[src/rtl/fp32_div_arbiter.sv]
// Round-robin arbiter sharing one fixed-latency FP32 divider between N requesters.
// A tag shadow pipeline carries {valid, id, dbz} alongside each division so the
// quotient can be routed back to the requester that issued it.
module fp32_div_arbiter #(
  parameter int unsigned N           = 4,
  parameter int unsigned DIV_LATENCY = 28,
  parameter int unsigned IDW         = 2,
  localparam int unsigned CW         = $clog2(DIV_LATENCY + 2)
) (
  input  logic              clk,
  input  logic              rst,
  input  logic [N-1:0]      req_valid,
  input  logic [32*N-1:0]   req_a,
  input  logic [32*N-1:0]   req_b,
  output logic [N-1:0]      req_ready,
  output logic [31:0]       div_a,
  output logic [31:0]       div_b,
  output logic              div_valid,
  input  logic [31:0]       div_result,
  output logic [N-1:0]      res_valid,
  output logic [31:0]       res_data,
  output logic [IDW-1:0]    res_id,
  output logic              res_dbz,
  output logic [CW-1:0]     inflight,
  output logic              idle
);

  localparam logic [IDW-1:0] LastId = IDW'(N - 1);

  // Arbitration
  logic [IDW-1:0] ptr_q, ptr_d;
  logic [N-1:0]   grant;
  logic [IDW-1:0] grant_id;
  logic [31:0]    grant_a, grant_b;
  logic           found;
  int             arb_idx;
  logic           accept;

  // Issue stage
  logic           div_valid_q, div_valid_d;
  logic [31:0]    div_a_q, div_a_d;
  logic [31:0]    div_b_q, div_b_d;
  logic [IDW-1:0] iss_id_q, iss_id_d;
  logic           iss_dbz_q, iss_dbz_d;

  // Tag shadow pipeline
  logic [DIV_LATENCY-1:0]          tag_v_q, tag_v_d;
  logic [DIV_LATENCY-1:0][IDW-1:0] tag_id_q, tag_id_d;
  logic [DIV_LATENCY-1:0]          tag_dbz_q, tag_dbz_d;

  // Return stage
  logic [N-1:0]   res_valid_q, res_valid_d;
  logic [31:0]    res_data_q, res_data_d;
  logic [IDW-1:0] res_id_q, res_id_d;
  logic           res_dbz_q, res_dbz_d;

  logic [CW-1:0]  inflight_q, inflight_d;
  logic           ret;

  // Round-robin search starting at the pointer; grants are suppressed during reset
  always_comb begin
    grant    = '0;
    grant_id = '0;
    grant_a  = '0;
    grant_b  = '0;
    found    = 1'b0;
    arb_idx  = 0;
    for (int k = 0; k < int'(N); k++) begin
      arb_idx = int'(ptr_q) + k;
      if (arb_idx >= int'(N)) arb_idx = arb_idx - int'(N);
      if (!found && req_valid[arb_idx]) begin
        found          = 1'b1;
        grant[arb_idx] = 1'b1;
        grant_id       = IDW'(arb_idx);
        grant_a        = req_a[32*arb_idx +: 32];
        grant_b        = req_b[32*arb_idx +: 32];
      end
    end
    if (rst) grant = '0;
  end

  assign accept    = |grant;
  assign req_ready = grant;

  // Next-state for pointer, issue registers, tag pipeline, return stage and counter
  always_comb begin
    ptr_d = ptr_q;
    if (accept) ptr_d = (grant_id == LastId) ? '0 : grant_id + IDW'(1);

    div_valid_d = accept;
    div_a_d     = div_a_q;
    div_b_d     = div_b_q;
    iss_id_d    = iss_id_q;
    iss_dbz_d   = iss_dbz_q;
    if (accept) begin
      div_a_d   = grant_a;
      div_b_d   = grant_b;
      iss_id_d  = grant_id;
      // Both +0 and -0 count as a zero denominator
      iss_dbz_d = (grant_b[30:0] == 31'd0);
    end

    tag_v_d      = '0;
    tag_id_d     = '0;
    tag_dbz_d    = '0;
    tag_v_d[0]   = div_valid_q;
    tag_id_d[0]  = iss_id_q;
    tag_dbz_d[0] = iss_dbz_q;
    for (int k = 1; k < int'(DIV_LATENCY); k++) begin
      tag_v_d[k]   = tag_v_q[k-1];
      tag_id_d[k]  = tag_id_q[k-1];
      tag_dbz_d[k] = tag_dbz_q[k-1];
    end

    res_valid_d = '0;
    res_data_d  = res_data_q;
    res_id_d    = res_id_q;
    res_dbz_d   = res_dbz_q;
    // The tag leaves the pipeline in the same cycle the divider presents its quotient
    if (tag_v_q[DIV_LATENCY-1]) begin
      res_valid_d[tag_id_q[DIV_LATENCY-1]] = 1'b1;
      res_data_d = div_result;
      res_id_d   = tag_id_q[DIV_LATENCY-1];
      res_dbz_d  = tag_dbz_q[DIV_LATENCY-1];
    end

    inflight_d = inflight_q;
    if (accept && !ret) begin
      inflight_d = inflight_q + CW'(1);
    end else if (!accept && ret) begin
      inflight_d = inflight_q - CW'(1);
    end
  end

  assign ret = |res_valid_q;

  // State registers with synchronous reset
  always_ff @(posedge clk) begin
    if (rst) begin
      ptr_q       <= '0;
      div_valid_q <= 1'b0;
      div_a_q     <= '0;
      div_b_q     <= '0;
      iss_id_q    <= '0;
      iss_dbz_q   <= 1'b0;
      tag_v_q     <= '0;
      tag_id_q    <= '0;
      tag_dbz_q   <= '0;
      res_valid_q <= '0;
      res_data_q  <= '0;
      res_id_q    <= '0;
      res_dbz_q   <= 1'b0;
      inflight_q  <= '0;
    end else begin
      ptr_q       <= ptr_d;
      div_valid_q <= div_valid_d;
      div_a_q     <= div_a_d;
      div_b_q     <= div_b_d;
      iss_id_q    <= iss_id_d;
      iss_dbz_q   <= iss_dbz_d;
      tag_v_q     <= tag_v_d;
      tag_id_q    <= tag_id_d;
      tag_dbz_q   <= tag_dbz_d;
      res_valid_q <= res_valid_d;
      res_data_q  <= res_data_d;
      res_id_q    <= res_id_d;
      res_dbz_q   <= res_dbz_d;
      inflight_q  <= inflight_d;
    end
  end

  assign div_valid = div_valid_q;
  assign div_a     = div_a_q;
  assign div_b     = div_b_q;
  assign res_valid = res_valid_q;
  assign res_data  = res_data_q;
  assign res_id    = res_id_q;
  assign res_dbz   = res_dbz_q;
  assign inflight  = inflight_q;
  assign idle      = (inflight_q == '0) && !(|req_valid);

endmodule

[config.mk]
export PLATFORM = sky130hd
export DESIGN_NAME = fp32_div_arbiter
export DESIGN_NICKNAME = d
export VERILOG_FILES = /design/src/rtl/fp32_div_arbiter.sv
export SDC_FILE = /design/constraint.sdc
export NUM_CORES = 1
export LEC_CHECK = 0
export ABC_AREA = 0
export ABC_CLOCK_PERIOD_IN_PS = 13300
export CAP_MARGIN = 40
export CORE_MARGIN = 2
export CORE_UTILIZATION = 54
export CTS_BUF_LIST = sky130_fd_sc_hd__clkbuf_4 sky130_fd_sc_hd__clkbuf_8
export DETAILED_ROUTE_END_ITERATION = 8
export PLACE_DENSITY_LB_ADDON = 0.2
export SLEW_MARGIN = 20
export SYNTH_ARGS = -nofsm -noshare
export SYNTH_HDL_FRONTEND = slang
export SYNTH_SLANG_ARGS = --single-unit
[constraint.sdc]
create_clock -name clk -period 13.3 [get_ports clk]
set_clock_uncertainty 0.2 [all_clocks]
set_input_delay 2.66 -clock clk [delete_from_list [all_inputs] [get_ports clk]]
set_output_delay 2.66 -clock clk [all_outputs]
set_load 0.01 [all_outputs]
# Word-level counts from Yosys, hierarchy flattened
# Cells that the tools add are included.
# op_classes
addsub	10
magnitude_cmp	14
eq_ne	1
shifts	8
mux	49
n_bitwise	4
n_reduce_logical	24
# ops
op	n
indexed part select 128 x 32 -> 32 bit	8
2-to-1 mux 32 bit	12
greater-or-equal comparator 32 x 1 -> 1 bit (second input constant)	4
< comparator 32 x 4 -> 1 bit (second input constant)	4
logical NOT 31 bit	1
2-to-1 mux 4 bit	5
2-to-1 mux 1 bit	16
bitwise OR 4 bit	3
OR reduction 4 bit	3
subtractor 3 x 3 -> 4 bit (second input constant)	3
logical AND 1 bit	11
demux 1 bit (select 2 bit)	5
2-to-1 mux 2 bit	5
2-to-1 mux 5 bit	2
greater-or-equal comparator 3 bit (second input constant)	3
binary-select mux 1 bit (select 2 bit)	4
adder 2 x 2 -> 3 bit (second input constant)	2
logical NOT 1 bit	6
adder 5 x 1 -> 5 bit (second input constant)	1
logical NOT 5 bit	1
subtractor 5 x 1 -> 5 bit (second input constant)	1
subtractor 2 x 3 -> 4 bit (second input constant)	1
adder 2 x 1 -> 3 bit (second input constant)	1
greater-or-equal comparator 2 x 3 -> 1 bit (second input constant)	1
7 further kinds	7
# word_totals
reg_bits	226
inputBits	294
out_inout_bits	114

# Longest topological paths before layout
# logic_depth
depth_word	21
ltp_mapped	21
ltp_nobuf	16

# Worst setup path after synthesis
# Ideal clock, no wire load.
# synth_timing
kind	input port to output port
start	input req_valid[0]
end	output req_ready[3]
arrival_ns	4.021
slack_ns	6.419
cell_stages	4
path_buffers	0
path_cell_list	or3b_1 -> a2111oi_4 -> o21ai_0 -> a211oi_1
# synth_between
elab_chain_cells	14
elab_cells_between_ends	29
# synth_rtl
element	line_no	rtl
from (decl)	12	input logic [N-1:0] req_valid,
binary-select mux 1 bit (select 2 bit)	71	if (!found && req_valid[arb_idx]) begin
2-to-1 mux 1 bit (implied by the code) (2 in a row)	71	
2-to-1 mux 1 bit	71	
logical NOT 1 bit	71	
logical AND 1 bit	71	
2-to-1 mux 1 bit	71	
logical NOT 1 bit	71	
logical AND 1 bit	71	
2-to-1 mux 1 bit	71	
logical NOT 1 bit	71	
logical AND 1 bit	71	
2-to-1 mux 4 bit (*)	71	
2-to-1 mux 4 bit (*)	79	if (rst) grant = '0;
to (decl)	15	output logic [N-1:0] req_ready,
# Every way passes the cells marked *; elsewhere a longest branch is shown, timed or not. The select of a mux whose other input is x is not followed.

# Worst setup path in the final report
# layout_timing
start	input req_valid[1]
end	output req_ready[0]
# Same word-level chain as after synthesis.

==> flow_metrics.tcl <==
set metrics [dict create \
    status "completed" \
    synth_flop_cell "dfxtp_1" \
    netlist_area_sq_um 14680 \
    ys_seq_elements 226 \
    synth_edf_count 0 \
    fmax_ghz 0.1157 \
    finalWorstSetupSlack_ns 4.654 \
    hold_violations 0 \
    synth_top_family_by_area "multiplexers" \
    wl_um 46580 \
    htreeDepth 2 \
    dp_hpwl_um 33060 \
    first_pass_iters 5 \
    drc 0 \
    crit_type "in2out" \
    core_sq_um 26800 \
    synth_compound_area_frac 0.1559 \
    ctsResizeCount 0 \
    setup_tns_ns 0 \
    clk_pin_slew_ns 0.06 \
    cts_root_buf "clkbuf_8" \
    preCtsSetupSlack_ns 4.755 \
    cts_inserted_buffers 38 \
    antenna_left 0 \
    yosysSeqAreaShare 0.3083 \
    synthArstFlopShare 0 \
    avgViaCountPerCell 6.319 \
    powerDensity_nw_per_um2 183.6 \
    wl_per_cell_um 21.57 \
    synth_nets 1758 \
    mostFrequentLayoutCell "clkdlybuf4s50_1" \
    drt_iter0_drc 1225 \
    grt_usage 0.3170 \
    max_slew_margin 0.3634 \
    grt_antenna_before_repair 8 \
    hold_path_class "reg2reg" \
    p_leak_uw 0.006762 \
    synthCells 1452 \
    drive_above_1_share 0.1702 \
    grt_pass1_wl_um 71580 \
    grt_overflow 0 \
    synthSimpleGateAreaFrac 0.1323 \
    rsz0062_at_grt "false" \
    cp_data_required_time_ns 10.44 \
    insertion_delay_ns 0.55 \
    die_w_um 168.9 \
    period_minus_slack_ns 8.646 \
    worst-path-max-fanout 21 \
    rows 60 \
    yosysUniqueCellTypes 68 \
    clock-sinks 226 \
    ys_warn_count 0 \
    dieArea_sq_um 28510 \
    synth-xor-area-share 0.003581 \
    first_global_vias 13362 \
    setup_violations 0 \
    cts_setup_buffers 0 \
    worst_pin_slew_ns 0.9477 \
    fin_total_pwr_uw 3598 \
    io_pins 408 \
    port_buffers 407 \
    avgSynthCellArea_sq_um 10.11 \
    cts_tree "done" \
    nets 2087 \
    grt_max_degree 93 \
    finalCritPeriodShare 0.6501 \
    end_kind "output pin" \
    peakVddDrop_v 0.0001255 \
    cp.arrival_ns 5.79 \
    finalMaxSlewViolations 0 \
    synthMuxAreaShare 0.3377 \
    start_kind "primary input" \
    layout_common_cells "clkdlybuf4s50_1 (406), dfxtp_1 (223), a21oi_1 (150), mux4_2 (141), nor2b_1 (114)" \
    syn2layout_area_growth_pct 33.54 \
    hold_buffers 0 \
    cap_violations 0 \
    yosys.area_share.adder 0.01074 \
    initial_core_util 0.5476 \
    die_height_um 168.9 \
    cts_buffer_depth 3 \
    num_vias 13643 \
    gp_congestion 0.9795 \
]
registers in the layout, summed over array words and instances, names as in the netlist, 2 cells and up, named ones only:
register   flops
div_b         32
tag_id_d      54
inflight       5
res_id         2
div_a         32
res_data      32
iss_id_q       2
tag_dbz_q     28
tag_id_q       2
res_valid      4
tag_v_q       28
layer usage:
| layer | track usage | up-vias | wire (um) |
|---|---|---|---|
| met1 | 0.3822 | 6579 | 17740 |
| met3 | 0.09306 | 158 | 4699 |
| li1 | - | 6193 | - |
| met2 | 0.5144 | 713 | 21790 |
| met4 | 0.1679 | 0 | 2346 |
| met5 | 0 | - | 0 |
final cells by class:
type	instances	area [sq um]
fillers	2003	7203
clock inverters	9	92.59
flip-flops and latches	226	4533
repair buffers	430	4329
well taps	341	426.7
clock buffers	60	732.0
inverters	8	30.03
diodes	8	20.02
multi-input cells	1077	9434
cells by family after synthesis:
group	after synthesis
AO/OA/AOI/OAI	364
adder cells (fa/ha/maj)	12
XOR/XNOR	6
buffers and inverters	149
multiplexers	311
AND/OR/NAND/NOR	384
flip-flops	226
Yosys cell counts (6+ instances only):
library cell	n	area (sq um)
nor3_1	18	90.09
buf_2	49	245.2
buf_6	10	112.6
a211oi_1	70	525.5
inv_1	7	26.28
buf_4	16	120.1
nor2_1	114	427.9
o211ai_1	7	52.55
mux2_2	55	619.3
nor4_1	6	37.54
a221oi_1	14	122.6
buf_1	17	63.81
nand4b_1	7	61.31
mux2i_1	113	1131
a31oi_1	26	162.7
clkbuf_1	49	183.9
a21oi_1	150	750.7
dfxtp_1	226	4524
nor2b_1	114	713.2
o21ai_0	47	235.2
o21ai_1	7	35.03
mux4_2	141	3176
nand2b_1	7	43.79
nand2_1	83	311.6
ha_1	11	137.6
metrics by stage:
stage	instance area (sq um)	util	instances	hold slack, ns
after detailed placement	18730	0.6987	2081	0.2242
after floorplan	14680	-	1452	0.2051
final	19600	0.7312	2159	0.2336
after global routing	19600	0.7311	2158	0.2490
after CTS	19550	0.7295	2150	0.2306
after global placement	18620	0.6947	2075	0.2173
worst max-delay path: stages:
cell	delay, ns
clkdlybuf4s50_1	0.76
mux4_2	0.84
nor2b_1	0.29
a221oi_1	0.12
a211oi_1	0.48
clkdlybuf4s50_1	0.64
final timing paths:
kind                      startpoint  cells after the start                        to  slack [ns]
min          tag_id_d[29]$_SDFF_PP0_                      1   tag_id_d[31]$_SDFF_PP0_        0.23
max reg2reg    ptr_q[1]$_SDFFE_PP0P_                     15  inflight[4]$_SDFFE_PP0P_        6.90
min reg2reg  tag_id_d[29]$_SDFF_PP0_                      1   tag_id_d[31]$_SDFF_PP0_        0.23
max                     req_valid[1]                      6              req_ready[0]        4.65
report_power, final:
| group | internal [uW] | switching [uW] |
|---|---|---|
| sequential | 798 | 107 |
| combinational | 1010 | 1020 |
| clock | 374 | 292 |
| total | 2180 | 1420 |
(Power assumes the default switching activity.)
